$ cat src/rtl/alarm_pkg.sv
`default_nettype none
// +---------------------------------------------------------------------------
// | alarm_pkg : shared state encoding, adjust-field codes and BCD limits
// | Rev 1.0
// +---------------------------------------------------------------------------
package alarm_pkg;

    typedef enum logic [1:0] {
        ST_IDLE   = 2'd0,
        ST_RING   = 2'd1,
        ST_SNOOZE = 2'd2
    } state_t;

    localparam logic [1:0] ADJ_NONE = 2'b00;
    localparam logic [1:0] ADJ_HOUR = 2'b01;
    localparam logic [1:0] ADJ_MIN  = 2'b10;

    localparam logic [7:0] BCD_MAX_HOUR = 8'h23;
    localparam logic [7:0] BCD_MAX_MIN  = 8'h59;

endpackage : alarm_pkg
`default_nettype wire

$ cat src/rtl/bcd_inc_wrap.sv
`default_nettype none
// +---------------------------------------------------------------------------
// | bcd_inc_wrap : combinational two-digit BCD increment, wraps max -> 00
// | Rev 1.0
// +---------------------------------------------------------------------------
module bcd_inc_wrap (
    input  logic [7:0] value,
    input  logic [7:0] max,
    output logic [7:0] next
);

    always_comb begin
        next = 8'h00;
        if (value == max) begin
            next = 8'h00;
        end else if (value[3:0] == 4'd9) begin
            next = {value[7:4] + 4'd1, 4'd0};
        end else begin
            next = {value[7:4], value[3:0] + 4'd1};
        end
    end

endmodule : bcd_inc_wrap
`default_nettype wire

$ cat src/rtl/alarm_ctrl.sv
`default_nettype none
// +---------------------------------------------------------------------------
// | alarm_ctrl : alarm time setting, match detection, ring sequencing, LED/buzzer
// | Optional snooze state enabled by defining ALARM_SNOOZE_EN.   Rev 1.0
// +---------------------------------------------------------------------------
module alarm_ctrl
    import alarm_pkg::*;
#(
    parameter int         CLK_HZ      = 100000000,
    parameter int         TONE_DIV    = 25000,
    parameter int         RING_SECS   = 60,
    parameter logic [7:0] ALARM_RST_H = 8'h06,
    parameter logic [7:0] ALARM_RST_M = 8'h30,
    parameter int         SNOOZE_SECS = 300
) (
    input  logic       clk,
    input  logic       rst,
    input  logic       tick_1hz,
    input  logic       tick_2hz,
    input  logic [7:0] hours,
    input  logic [7:0] minutes,
    input  logic [7:0] seconds,
    input  logic       alarm_on,
    input  logic       mode_p,
    input  logic       inc_p,
    input  logic       stop_p,
    output logic [7:0] alarm_h,
    output logic [7:0] alarm_m,
    output logic [1:0] adj_sel,
    output logic       ringing,
    output logic [7:0] led,
    output logic       buzzer
);

    localparam int RW = $clog2(RING_SECS) + 1;
    localparam int TW = (TONE_DIV > 1) ? $clog2(TONE_DIV) : 1;
    localparam logic [RW-1:0] RING_LAST = RW'(RING_SECS - 1);
    localparam logic [TW-1:0] TONE_LAST = TW'(TONE_DIV - 1);
`ifdef ALARM_SNOOZE_EN
    localparam int SW = $clog2(SNOOZE_SECS) + 1;
    localparam logic [SW-1:0] SNOOZE_LAST = SW'(SNOOZE_SECS - 1);
`endif

    // CLK_HZ is informational; this only flags nonsensical configurations.
    localparam bit CFG_OK = (CLK_HZ > 0) && (TONE_DIV > 0) && (RING_SECS > 0) && (SNOOZE_SECS > 0);
    if (!CFG_OK) begin : g_cfg_invalid
    end

    state_t        state_q, state_d;
    logic [7:0]    alarm_h_q, alarm_h_d, alarm_m_q, alarm_m_d;
    logic [1:0]    adj_sel_q, adj_sel_d;
    logic          match_q, match_d;
    logic [RW-1:0] ring_cnt_q, ring_cnt_d;
    logic [TW-1:0] tone_cnt_q, tone_cnt_d;
    logic          tone_q, tone_d, beep_q, beep_d;
    logic          ringing_q, ringing_d, buzzer_q, buzzer_d;
    logic [7:0]    led_q, led_d;
    logic [7:0]    h_next, m_next;
    logic          trigger;
`ifdef ALARM_SNOOZE_EN
    logic [SW-1:0] snooze_cnt_q, snooze_cnt_d;
`endif

    bcd_inc_wrap u_inc_hour (.value(alarm_h_q), .max(BCD_MAX_HOUR), .next(h_next));
    bcd_inc_wrap u_inc_min  (.value(alarm_m_q), .max(BCD_MAX_MIN),  .next(m_next));

    always_comb begin
        alarm_h_d  = alarm_h_q;
        alarm_m_d  = alarm_m_q;
        adj_sel_d  = adj_sel_q;
        state_d    = state_q;
        ring_cnt_d = ring_cnt_q;
        tone_cnt_d = tone_cnt_q;
        tone_d     = tone_q;
        beep_d     = beep_q;
`ifdef ALARM_SNOOZE_EN
        snooze_cnt_d = snooze_cnt_q;
`endif

        // Increment uses the field selected before any same-cycle mode advance.
        if (inc_p && adj_sel_q == ADJ_HOUR) alarm_h_d = h_next;
        if (inc_p && adj_sel_q == ADJ_MIN)  alarm_m_d = m_next;
        if (mode_p) begin
            case (adj_sel_q)
                ADJ_NONE: adj_sel_d = ADJ_HOUR;
                ADJ_HOUR: adj_sel_d = ADJ_MIN;
                default:  adj_sel_d = ADJ_NONE;
            endcase
        end

        match_d = alarm_on && (adj_sel_q == ADJ_NONE) && (hours == alarm_h_q)
                  && (minutes == alarm_m_q) && (seconds == 8'h00);
        trigger = match_d && !match_q;

        case (state_q)
            ST_IDLE: begin
                if (trigger) begin
                    state_d    = ST_RING;
                    ring_cnt_d = '0;
                    beep_d     = 1'b1;
                end
            end
            ST_RING: begin
                if (tone_cnt_q == TONE_LAST) begin
                    tone_cnt_d = '0;
                    tone_d     = !tone_q;
                end else begin
                    tone_cnt_d = tone_cnt_q + TW'(1);
                end
                if (tick_2hz) beep_d = !beep_q;
                if (tick_1hz) ring_cnt_d = ring_cnt_q + RW'(1);

                if (!alarm_on) begin
                    state_d = ST_IDLE;
                end else if (stop_p) begin
`ifdef ALARM_SNOOZE_EN
                    state_d      = ST_SNOOZE;
                    snooze_cnt_d = '0;
`else
                    state_d = ST_IDLE;
`endif
                end else if (mode_p) begin
                    state_d = ST_IDLE;
                end else if (tick_1hz && ring_cnt_q == RING_LAST) begin
                    state_d = ST_IDLE;
                end
            end
`ifdef ALARM_SNOOZE_EN
            ST_SNOOZE: begin
                if (!alarm_on || stop_p || mode_p) begin
                    state_d = ST_IDLE;
                end else if (tick_1hz) begin
                    if (snooze_cnt_q == SNOOZE_LAST) begin
                        state_d    = ST_RING;
                        ring_cnt_d = '0;
                        beep_d     = 1'b1;
                    end else begin
                        snooze_cnt_d = snooze_cnt_q + SW'(1);
                    end
                end
            end
`endif
            default: state_d = ST_IDLE;
        endcase

        // Tone and beep gate only run while ringing.
        if (state_d != ST_RING) begin
            tone_cnt_d = '0;
            tone_d     = 1'b0;
            beep_d     = 1'b0;
        end

        ringing_d = (state_d == ST_RING);
        buzzer_d  = ringing_d && tone_d && beep_d;
        led_d     = (ringing_d && beep_d) ? 8'hFF : 8'h00;
`ifdef ALARM_SNOOZE_EN
        if (state_d == ST_SNOOZE) led_d = 8'h01;
`endif
    end

    always_ff @(posedge clk) begin
        if (rst) begin
            state_q    <= ST_IDLE;
            alarm_h_q  <= ALARM_RST_H;
            alarm_m_q  <= ALARM_RST_M;
            adj_sel_q  <= ADJ_NONE;
            match_q    <= 1'b0;
            ring_cnt_q <= '0;
            tone_cnt_q <= '0;
            tone_q     <= 1'b0;
            beep_q     <= 1'b0;
            ringing_q  <= 1'b0;
            buzzer_q   <= 1'b0;
            led_q      <= 8'h00;
`ifdef ALARM_SNOOZE_EN
            snooze_cnt_q <= '0;
`endif
        end else begin
            state_q    <= state_d;
            alarm_h_q  <= alarm_h_d;
            alarm_m_q  <= alarm_m_d;
            adj_sel_q  <= adj_sel_d;
            match_q    <= match_d;
            ring_cnt_q <= ring_cnt_d;
            tone_cnt_q <= tone_cnt_d;
            tone_q     <= tone_d;
            beep_q     <= beep_d;
            ringing_q  <= ringing_d;
            buzzer_q   <= buzzer_d;
            led_q      <= led_d;
`ifdef ALARM_SNOOZE_EN
            snooze_cnt_q <= snooze_cnt_d;
`endif
        end
    end

    assign alarm_h = alarm_h_q;
    assign alarm_m = alarm_m_q;
    assign adj_sel = adj_sel_q;
    assign ringing = ringing_q;
    assign led     = led_q;
    assign buzzer  = buzzer_q;

endmodule : alarm_ctrl
`default_nettype wire
$ cat config.mk
export PLATFORM = sky130hd
export DESIGN_NAME = alarm_ctrl
export DESIGN_NICKNAME = d
export VERILOG_FILES = /design/src/rtl/alarm_pkg.sv /design/src/rtl/bcd_inc_wrap.sv /design/src/rtl/alarm_ctrl.sv
export SDC_FILE = /design/constraint.sdc
export NUM_CORES = 1
export LEC_CHECK = 0
export CAP_MARGIN = 20
export CORE_MARGIN = 10
export CORE_UTILIZATION = 40
export CTS_BUF_LIST = sky130_fd_sc_hd__clkbuf_2 sky130_fd_sc_hd__clkbuf_4 sky130_fd_sc_hd__clkbuf_8
export CTS_CLUSTER_SIZE = 28
export DETAILED_ROUTE_END_ITERATION = 10
export GPL_TIMING_DRIVEN = 0
export SLEW_MARGIN = 20
export SYNTH_ARGS = -nofsm -noshare
export SYNTH_HDL_FRONTEND = slang
export SYNTH_HIERARCHICAL = 1
export SYNTH_SLANG_ARGS = --single-unit
$ cat constraint.sdc
create_clock -name clk -period 2.05 [get_ports clk]
set_clock_uncertainty 0.05 [all_clocks]
set_input_delay 0.615 -clock clk [delete_from_list [all_inputs] [get_ports clk]]
set_output_delay 0.615 -clock clk [all_outputs]
set_load 0.1 [all_outputs]
Word level (Yosys, flattened, before mapping)
Cells that the tools add are included. W data, S select, Z words.

Bits in registers: 55. Bits of input ports: 32. Output and inout bits: 28.

Add/sub/neg operators: 6. Equal/unequal tests: 15. Muxes and demuxes: 23. Reductions and logical operators: 24.

Operator list (number): $mux W8 (5); $add A4 B1 Y4 const B (4); $eq A8 B8 Y1 (2); $add A15 B1 Y15 const B (1); $eq A15 B15 Y1 const B (1); $mux W15 (1); $mux W7 (2); $pmux W7 S2 (1); $logic_and A1 B1 Y1 (11); $mux W2 (5); $eq A4 B4 Y1 const B (2); $eq A8 B6 Y1 const B (1); $eq A8 B7 Y1 const B (1); $logic_not A8 Y1 (1); $pmux W2 S2 (2); $add A7 B1 Y7 const B (1); $eq A7 B6 Y1 const B (1); $eq A2 B1 Y1 const B (3); $mux W1 (6); $reduce_bool A2 Y1 (3); $logic_not A2 Y1 (2); $ne A2 B2 Y1 const B (2); $reduce_and A2 Y1 (2); $logic_not A1 Y1 (3); other kinds (5) (5).

Depth between registers and ports, before layout
Gate-level depths: netlist (run 1).

Word-level depth: 12. Mapped depth: 7.

Modules after synthesis
The synthesis (run 1) kept the hierarchy.

By module, submodules not included: alarm_ctrl (times used 1, cells each 260, area each 2409.8 um2, sequential area each 940.9 um2); bcd_inc_wrap (times used 2, cells each 39, area each 325.3 um2, sequential area each 0.0 um2).

Least setup slack after synthesis (run 1)
Ideal clock, no wire load.

Path type: register -> register. Start point: register alarm_m_q[3], in the netlist alarm_m[3]. End point: register alarm_m_q[4], in the netlist alarm_m[4]. Setup time: 0.120 ns. Arrival: 2.188 ns. Required time: 1.880 ns. Path slack: -0.308 ns. Cell stages (with the launch flop): 7. Path buffers: 0. Period minus slack after synthesis: 2.358 ns. Cells stage by stage: dfxtp_1 xor2_1 nor4_4 a21oi_1 inv_1 nor2_1 a211o_1.

Elaborated cells on any way between the ends: 5.

RTL lines: start, declared (line alarm_ctrl.sv:50) `logic [7:0] alarm_h_q, alarm_h_d, alarm_m_q, alarm_m_d;`; start signal, assigned (line alarm_ctrl.sv:181) `alarm_m_q <= alarm_m_d;`; $eq A8 B7 Y1 (line bcd_inc_wrap.sv:14) `if (value == max) begin`; $mux W8 (line bcd_inc_wrap.sv:14); via m_next[4] (line alarm_ctrl.sv:58) `logic [7:0] h_next, m_next;`.

The timed path passes the listed nets, and every way through them passes these cells. A chain may end at the register's enable or synchronous reset.

Final worst setup path (run 1)
Start point: register alarm_h_q[5], in the netlist alarm_h[5]. End point: output port alarm_h[5].

RTL lines: start, declared (line alarm_ctrl.sv:50); start signal, assigned (line alarm_ctrl.sv:180) `alarm_h_q <= alarm_h_d;`; end, declared (line alarm_ctrl.sv:27) `output logic [7:0] alarm_h,`.

No word-level cell between the ends.

==> flow_metrics.py, run 1 <==
metrics = {
    "status": {
        "outcome": "finished clean",
    },
    "job": {
        "drv_cap": 0,
    },
    "power": {
        "ir_drop_mv": 0.306,
        "internal_power_mw": 1.44,
        "combPwrFrac_pct": 14.6,
        "p_per_area_nw_per_um2": 478,
        "p_leak_nw": 1.74,
        "swShare_pct": 26.8,
        "p_seq_share_pct": 48.1,
        "pwr-share-clk_pct": 37.2,
        "switchingPower_mw": 0.526,
        "total_power_mw": 1.97,
    },
    "die": {
        "boundaryPins": 60,
        "initial_utilization_pct": 41.7,
        "die_area_um2": 11500,
        "core_area_um2": 7330,
        "dieWidth_um": 107,
        "fp.dieH_um": 107,
        "rows": 31,
    },
    "yosys": {
        "synth.avg_cell_area_um2": 9.05,
        "synth_cell_types": 50,
        "yosys_most_used_dff": "dfxtp_1",
        "synth-seq-cells": 47,
        "synth_area_um2": 3060,
        "synth-async-reset-ratio_pct": 0,
        "synth_edf_count": 0,
        "yosysWarnings": 6,
        "ys_seq_area_share_pct": 30.7,
        "synthCells": 338,
    },
    "timing": {
        "finalHoldViolations": 0,
        "worstMarginPinSlew_ps": 558,
        "period_minus_slack_ps": 2000,
        "relSlewSlack_pct": 63.0,
        "rsz0062_at_grt": "no",
        "period_share_pct": 97.6,
        "setup_violations": 0,
        "slew_violations": 0,
        "setup_ws_ps": 48.5,
        "max_freq_mhz": 500,
    },
    "final_layout": {
        "nNetsFinal": 467,
        "fill_cells": 695,
        "drive_above_1_share_pct": 28.5,
        "num_antenna_cells": 0,
        "syn2layout_area_growth_pct": 34.4,
    },
    "setup_path": {
        "critPathKind": "flop to output pin",
        "crit_fanout": 7,
        "crit_buf_inv": 1,
        "required_ps": 1380,
        "worst_setup_path_end_kind": "output pin",
        "worstPathArrival_ps": 1340,
        "slowest_delay_ps": 590,
        "cp_cell_sequence": "clkdlybuf4s15_2",
        "cpLargestDelayFamily": "buffers and inverters",
        "cp_slowest_cell": "clkdlybuf4s15_2",
        "start_kind": "flop",
    },
    "global_route": {
        "grt_pass1_wl_um": 13000,
        "antenna_found_initial": 0,
        "grt_pass1_vias": 2612,
        "grtUsageTotal_pct": 13.7,
        "grt_max_degree": 16,
        "overflow": 0,
    },
    "detailed_routing": {
        "vias_per_cell": 5.05,
        "drt_iter0_drc": 73,
        "drt_pre_antenna_iters": 4,
        "drc": 0,
        "wl_per_cell_um": 14.8,
        "drtAntennaViolNets": 0,
        "route.met3.wl_um": 335,
        "wl_um": 7880,
        "dr_wl_met2_um": 3760,
        "dr_total_vias": 2680,
        "m1WireLength_um": 3680,
        "dr.max_layer_used": "met4",
    },
    "clocking": {
        "path_clk_slew_ps": 90,
        "cts_buffer_depth": 2,
        "htreeDepth": 2,
        "cts_tree": "yes",
        "cts.sinks": 47,
        "insertion_delay_ps": 310,
        "cts_root_buffer": "clkbuf_8",
        "cts_buffers": 5,
    },
    "place": {
        "place_ws_ps": -501,
        "port_buffers": 58,
        "place.gp.congestion": 0.787,
        "post-dp-hpwl_um": 5820,
    },
    "worst_hold_path": {
        "hold_path.class": "flop to flop",
    },
}
==> cell usage after synthesis (3+ instances only) <==
cell       n  area (um^2)
dfxtp_1   47          941
xor2_1    29          254
xnor2_1   25          219
nand2_1   22         82.6
nor2_1    21         78.8
a21oi_1   18         90.1
nand3_1   18         90.1
inv_1     12         45.0
nand4_1   12         75.1
nor3_1    11         55.1
mux2i_1   10          100
or3_1      9         56.3
buf_4      8         60.1
nor4_4     8          170
a22oi_1    7         52.6
nand3b_1   7         52.6
nor2_2     7         43.8
o21ai_0    7         35.0
clkbuf_1   5         18.8
buf_2      4         20.0
ha_1       4         50.1
nor2b_1    4         25.0
and3_1     3         18.8
nor3b_1    3         22.5
==> flip-flops by register name (all words and copies together) (netlist names) <==
name,cells
led,1
alarm_m,8
buzzer,1
alarm_h,8
ringing,1
adj_sel,2
tone_q,1
tone_cnt_q,15
match_q,1
state_q,2
ring_cnt_q,7
==> layout make-up <==
class	instances	area, um^2	share of cell area (%)
buffer	18	124	3.01
timing repair buffer	71	664	16.1
clock inverter	2	38.8	0.943
multi-input combinational	276	2070	50.4
clock buffer	6	82.6	2.01
sequential	47	961	23.4
inverter	12	45.0	1.09
tap	99	124	3.01
==> power groups by stage <==
stage	sequential [mW]	clock, mW	combinational (mW)
floorplan	1.02	0	0.123
global placement	0.966	0	0.287
detailed placement	0.967	0	0.289
CTS	0.946	0.757	0.287
global route	0.950	0.785	0.312
finish	0.946	0.732	0.288
==> cell families after synthesis <==
group	Yosys count	synth area share, %
AO/OA/AOI/OAI	43	9.40
XOR/XNOR	54	15.5
adder cells (fa/ha/maj)	4	1.64
buffers and inverters	30	5.36
flip-flops	47	30.7
multiplexers	10	3.27
other	2	0.245
AND/OR/NAND/NOR	148	33.9
==> through the flow <==
step | instances | cell area, um^2 | util [%] | TNS [ps] | hold WS, ps
global placement | 510 | 3840 | 52.4 | -22580 | 446
detailed placement | 510 | 3840 | 52.4 | -23000 | 453
finish | 531 | 4110 | 56.1 | 0 | 466
floorplan | 353 | 3140 | - | 0 | 433
CTS | 526 | 4060 | 55.4 | 0 | 466
global route | 531 | 4110 | 56.1 | 0 | 494
==> placed cells by master (no fill, tap or decap), types with 6 or more instances in the layout <==
cell / Yosys / routed
nand2_1: 22 / 22
dlygate4sd2_1: 0 / 8
mux2i_1: 10 / 10
xnor2_1: 25 / 20
inv_1: 12 / 12
or3_1: 9 / 9
clkdlybuf4s50_1: 0 / 7
nand3_1: 18 / 18
conb_1: 2 / 17
nor2_2: 7 / 7
nand4_1: 12 / 12
xor2_1: 29 / 29
nor4_4: 8 / 8
o21ai_0: 7 / 7
clkbuf_8: 0 / 6
a22oi_1: 7 / 7
nor2_1: 21 / 21
dfxtp_2: 0 / 16
a21oi_1: 18 / 18
buf_2: 4 / 12
nand3b_1: 7 / 7
clkdlybuf4s15_2: 0 / 10
buf_4: 8 / 27
dfxtp_1: 47 / 31
nor3_1: 11 / 11
dlymetal6s2s_1: 0 / 11
==> repair_timing <==
action | in CTS | in global routing
pin swaps | 12 | 15
setup endpoints to repair | 64 | 38
hold buffers | 0 | 0
buffers inserted | 7 | 5
gates resized for setup | 134 | 36
cloned | 1 | 0
==> per-layer routing <==
metal / vias up / global-route usage (%)
li1: 1358 / -
met2: 56 / 22.0
met5: - / 0
met1: 1259 / 17.6
met4: 0 / 4.58
met3: 7 / 3.29
==> final timing paths <==
kind                                                  from                      end  slack [ps]  cells after the start
worst min-delay path               alarm_h[7]$_SDFFE_PP0P_  alarm_h[7]$_SDFFE_PP0P_         470                      2
worst max register to register  tone_cnt_q[0]$_SDFFE_PP0P_        tone_q$_SDFF_PP0_         200                      6
worst max-delay path               alarm_h[5]$_SDFFE_PP0P_               alarm_h[5]          50                      1
worst min register to register     alarm_h[7]$_SDFFE_PP0P_  alarm_h[7]$_SDFFE_PP0P_         470                      2
Power figures use the tool's default switching activity.
==> run 2: changes to the inputs <==
--- a/config.mk
+++ b/config.mk
@@ -12,6 +12,7 @@
 export CTS_CLUSTER_SIZE = 28
 export DETAILED_ROUTE_END_ITERATION = 10
 export GPL_TIMING_DRIVEN = 0
+export HOLD_SLACK_MARGIN = 0.12
 export SLEW_MARGIN = 20
 export SYNTH_ARGS = -nofsm -noshare
 export SYNTH_HDL_FRONTEND = slang
==> constraint.sdc (replaced) <==
create_clock -name clk -period 1.9 [get_ports clk]
set_clock_uncertainty 0.05 [all_clocks]
set_input_delay 0.57 -clock clk [delete_from_list [all_inputs] [get_ports clk]]
set_output_delay 0.57 -clock clk [all_outputs]
set_load 0.1 [all_outputs]
==> run 2 against run 1 <==
Against the previous run: critical path type is now input pin to flop; global-route usage is 0.43 points lower; cell area fell by 2.6%; count of clock-buffer cells in the layout is 1 lower; sequential share of layout area increased by 0.83 points; total power fell by 0.38%; worst hold slack improved by 3.4 ps; non-clock buffer count decreased by 3; the flow now finishes with violations (setup timing); sequential cell count unchanged; routed wire length hardly changed; first-iteration DRC count rose by 52%; via count increased by 1.5%; highest routed layer unchanged; critical path depth grew 6.
==> flow_metrics.py, run 2 (synthesized netlist as in run 1, its figures left out) <==
metrics = {
    "setup_path": {
        "slowest_delay_ps": 370,
        "rr_worst_depth": 6,
        "timing.rr.start": "ring_cnt_q[2]$_SDFFE_PP0P_",
        "critPathKind": "input pin to flop",
        "cpLargestDelayFamily": "compound AO/OA/AOI/OAI gates",
        "crit_fanout": 5,
        "worstPathArrival_ps": 2090,
        "worst_setup_path_end_kind": "flop",
        "cp_slowest_cell": "or3b_1",
        "crit_buf_inv": 2,
        "regToRegEndpoint": "tone_cnt_q[0]$_SDFFE_PP0P_",
        "ff2ff_setup_slack_ps": 50,
        "start_kind": "input pin",
        "cp_cell_sequence": "clkdlybuf4s15_2 -> or3b_1 -> o211ai_2 -> nor2_1 -> a21oi_4 -> clkbuf_16 -> nor2_2",
        "required_ps": 2060,
    },
    "timing": {
        "setup_violations": 5,
        "relSlewSlack_pct": 62.9,
        "slew_violations": 0,
        "finalHoldViolations": 0,
        "setup_tns_ps": -125,
        "period_share_pct": 101,
        "setup_ws_ps": -27.4,
        "whs_ps": 469,
        "worstMarginPinSlew_ps": 559,
        "period_minus_slack_ps": 1930,
        "rsz0062_at_grt": "yes",
        "max_freq_mhz": 519,
    },
    "job": {
        "drv_cap": 0,
    },
    "final_layout": {
        "drive_above_1_share_pct": 30.5,
        "final_cell_mix": "xor2_1, dfxtp_1, buf_4, nand2_1, nor2_1",
        "syn2layout_area_growth_pct": 31.0,
        "nNetsFinal": 464,
        "largest_reg_flops": 15,
        "num_antenna_cells": 0,
        "top_register": "tone_cnt_q",
        "layout_commonest_cell": "xor2_1",
    },
    "die": {
        "initial_utilization_pct": 41.7,
        "boundaryPins": 60,
        "core_area_um2": 7330,
        "die_area_um2": 11500,
        "dieWidth_um": 107,
        "fp.dieH_um": 107,
        "rows": 31,
    },
    "global_route": {
        "antenna_found_initial": 0,
        "overflow": 0,
        "grt_pass1_vias": 2515,
        "grt_max_degree": 17,
        "grtUsageTotal_pct": 13.3,
        "grt_pass1_wl_um": 12800,
    },
    "clocking": {
        "path_clk_slew_ps": 100,
        "cts_buffer_depth": 2,
        "postCtsHoldBufs": 0,
        "cts_tree": "yes",
        "cts_root_buffer": "clkbuf_8",
        "cts.sinks": 47,
        "insertion_delay_ps": 310,
        "cts_buffers": 5,
        "htreeDepth": 2,
    },
    "worst_hold_path": {
        "hold_path_depth": 2,
        "hp-start": "ring_cnt_q[0]$_SDFFE_PP0P_",
        "hold_path.class": "flop to flop",
        "min_to": "ring_cnt_q[0]$_SDFFE_PP0P_",
    },
    "detailed_routing": {
        "drc": 0,
        "drt_pre_antenna_iters": 4,
        "dr_total_vias": 2721,
        "drt_iter0_drc": 111,
        "wl_um": 7870,
        "vias_per_cell": 5.15,
        "drtAntennaViolNets": 0,
        "wl_per_cell_um": 14.9,
    },
    "place": {
        "place.gp.congestion": 0.775,
        "port_buffers": 58,
        "place_ws_ps": -638,
        "post-dp-hpwl_um": 5850,
    },
    "power": {
        "p_per_area_nw_per_um2": 488,
        "p_leak_nw": 1.69,
        "total_power_mw": 1.96,
        "ir_drop_mv": 0.295,
    },
    "status": {
        "outcome": "finished with violations",
        "violations": "setup timing",
    },
}
==> run 2: changes by cell type in the layout (fill, tap and decap cells not counted), sizes merged <==
cell / before / now
clkbuf: 14 / 21
clkdlybuf4s15: 11 / 5
dlymetal6s2s: 11 / 5
dlygate4sd2: 8 / 12
clkdlybuf4s50: 7 / 4
clkinv: 0 / 2
buf: 43 / 44
bufinv: 1 / 0
clkdlybuf4s18: 1 / 0
==> run 2: how the worst max path moves through the flow <==
stage          depth (start not counted)                     from                          end  slack (ps)
3_5_place_dp                           7                 tick_1hz   tone_cnt_q[1]$_SDFFE_PP0P_        -640
4_1_cts                                1  adj_sel[1]$_SDFFE_PP0P_                   adj_sel[1]           1
6_report                               7                 tick_1hz   tone_cnt_q[0]$_SDFFE_PP0P_         -30
3_3_place_gp                           7                 tick_1hz   tone_cnt_q[1]$_SDFFE_PP0P_        -630
5_1_grt                                7                 tick_1hz  tone_cnt_q[12]$_SDFFE_PP0P_         -60
2_1_floorplan                          6  alarm_m[0]$_SDFFE_PP0P_   ring_cnt_q[1]$_SDFFE_PP0P_          30
==> run 2: power breakdown <==
part	switching, mW	internal (mW)
combinational	0.190	0.123
sequential	0.0250	0.993
clock	0.362	0.264
==> run 2: layout make-up <==
type                       count  area (um^2)
fill                         695         3320
multi-input combinational    276         2100
sequential                    47          970
timing repair buffer          68          554
buffer                        18          128
tap                           99          124
clock buffer                   5         68.8
inverter                      12         45.0
clock inverter                 3         22.5
==> run 2: tightest hold or removal path: cells and delay by family, from the launching register on <==
kind            cells  cell delay (ps)
flops               1              350
simple gates        1               90
compound gates      1               50
==> run 2: metal layers <==
layer | up-vias | track usage [%] | wire length, um
met3 | 7 | 3.47 | 467
met2 | 67 | 21.1 | 3700
met4 | 0 | 3.91 | 98
met1 | 1290 | 17.2 | 3610
li1 | 1357 | - | -
met5 | - | 0 | 0
==> run 2: per-stage QoR <==
| stage | cells | area, um^2 | util [%] |
|---|---|---|---|
| 2_1_floorplan | 353 | 3140 | - |
| 3_3_place_gp | 510 | 3850 | 52.5 |
| 3_5_place_dp | 510 | 3850 | 52.5 |
| 4_1_cts | 525 | 3990 | 54.4 |
| 5_1_grt | 528 | 4010 | 54.7 |
| 6_report | 528 | 4010 | 54.7 |
==> run 2: what timing repair did <==
action / 4_1_cts / 5_1_grt
gates resized for setup: 184 / 29
cloned: 1 / 0
pin swaps: 19 / 16
endpoints found under the setup margin: 66 / 34
endpoints found under the hold margin: 0 / 0
buffers inserted: 6 / 3
==> run 3: changes to the inputs <==
--- a/config.mk
+++ b/config.mk
@@ -5,6 +5,7 @@
 export SDC_FILE = /design/constraint.sdc
 export NUM_CORES = 1
 export LEC_CHECK = 0
+export ABC_CLOCK_PERIOD_IN_PS = 1900
 export CAP_MARGIN = 20
 export CORE_MARGIN = 10
 export CORE_UTILIZATION = 40
==> results of run 3 <==
The final DEF is identical to that of run 2; final timing and power are the same.
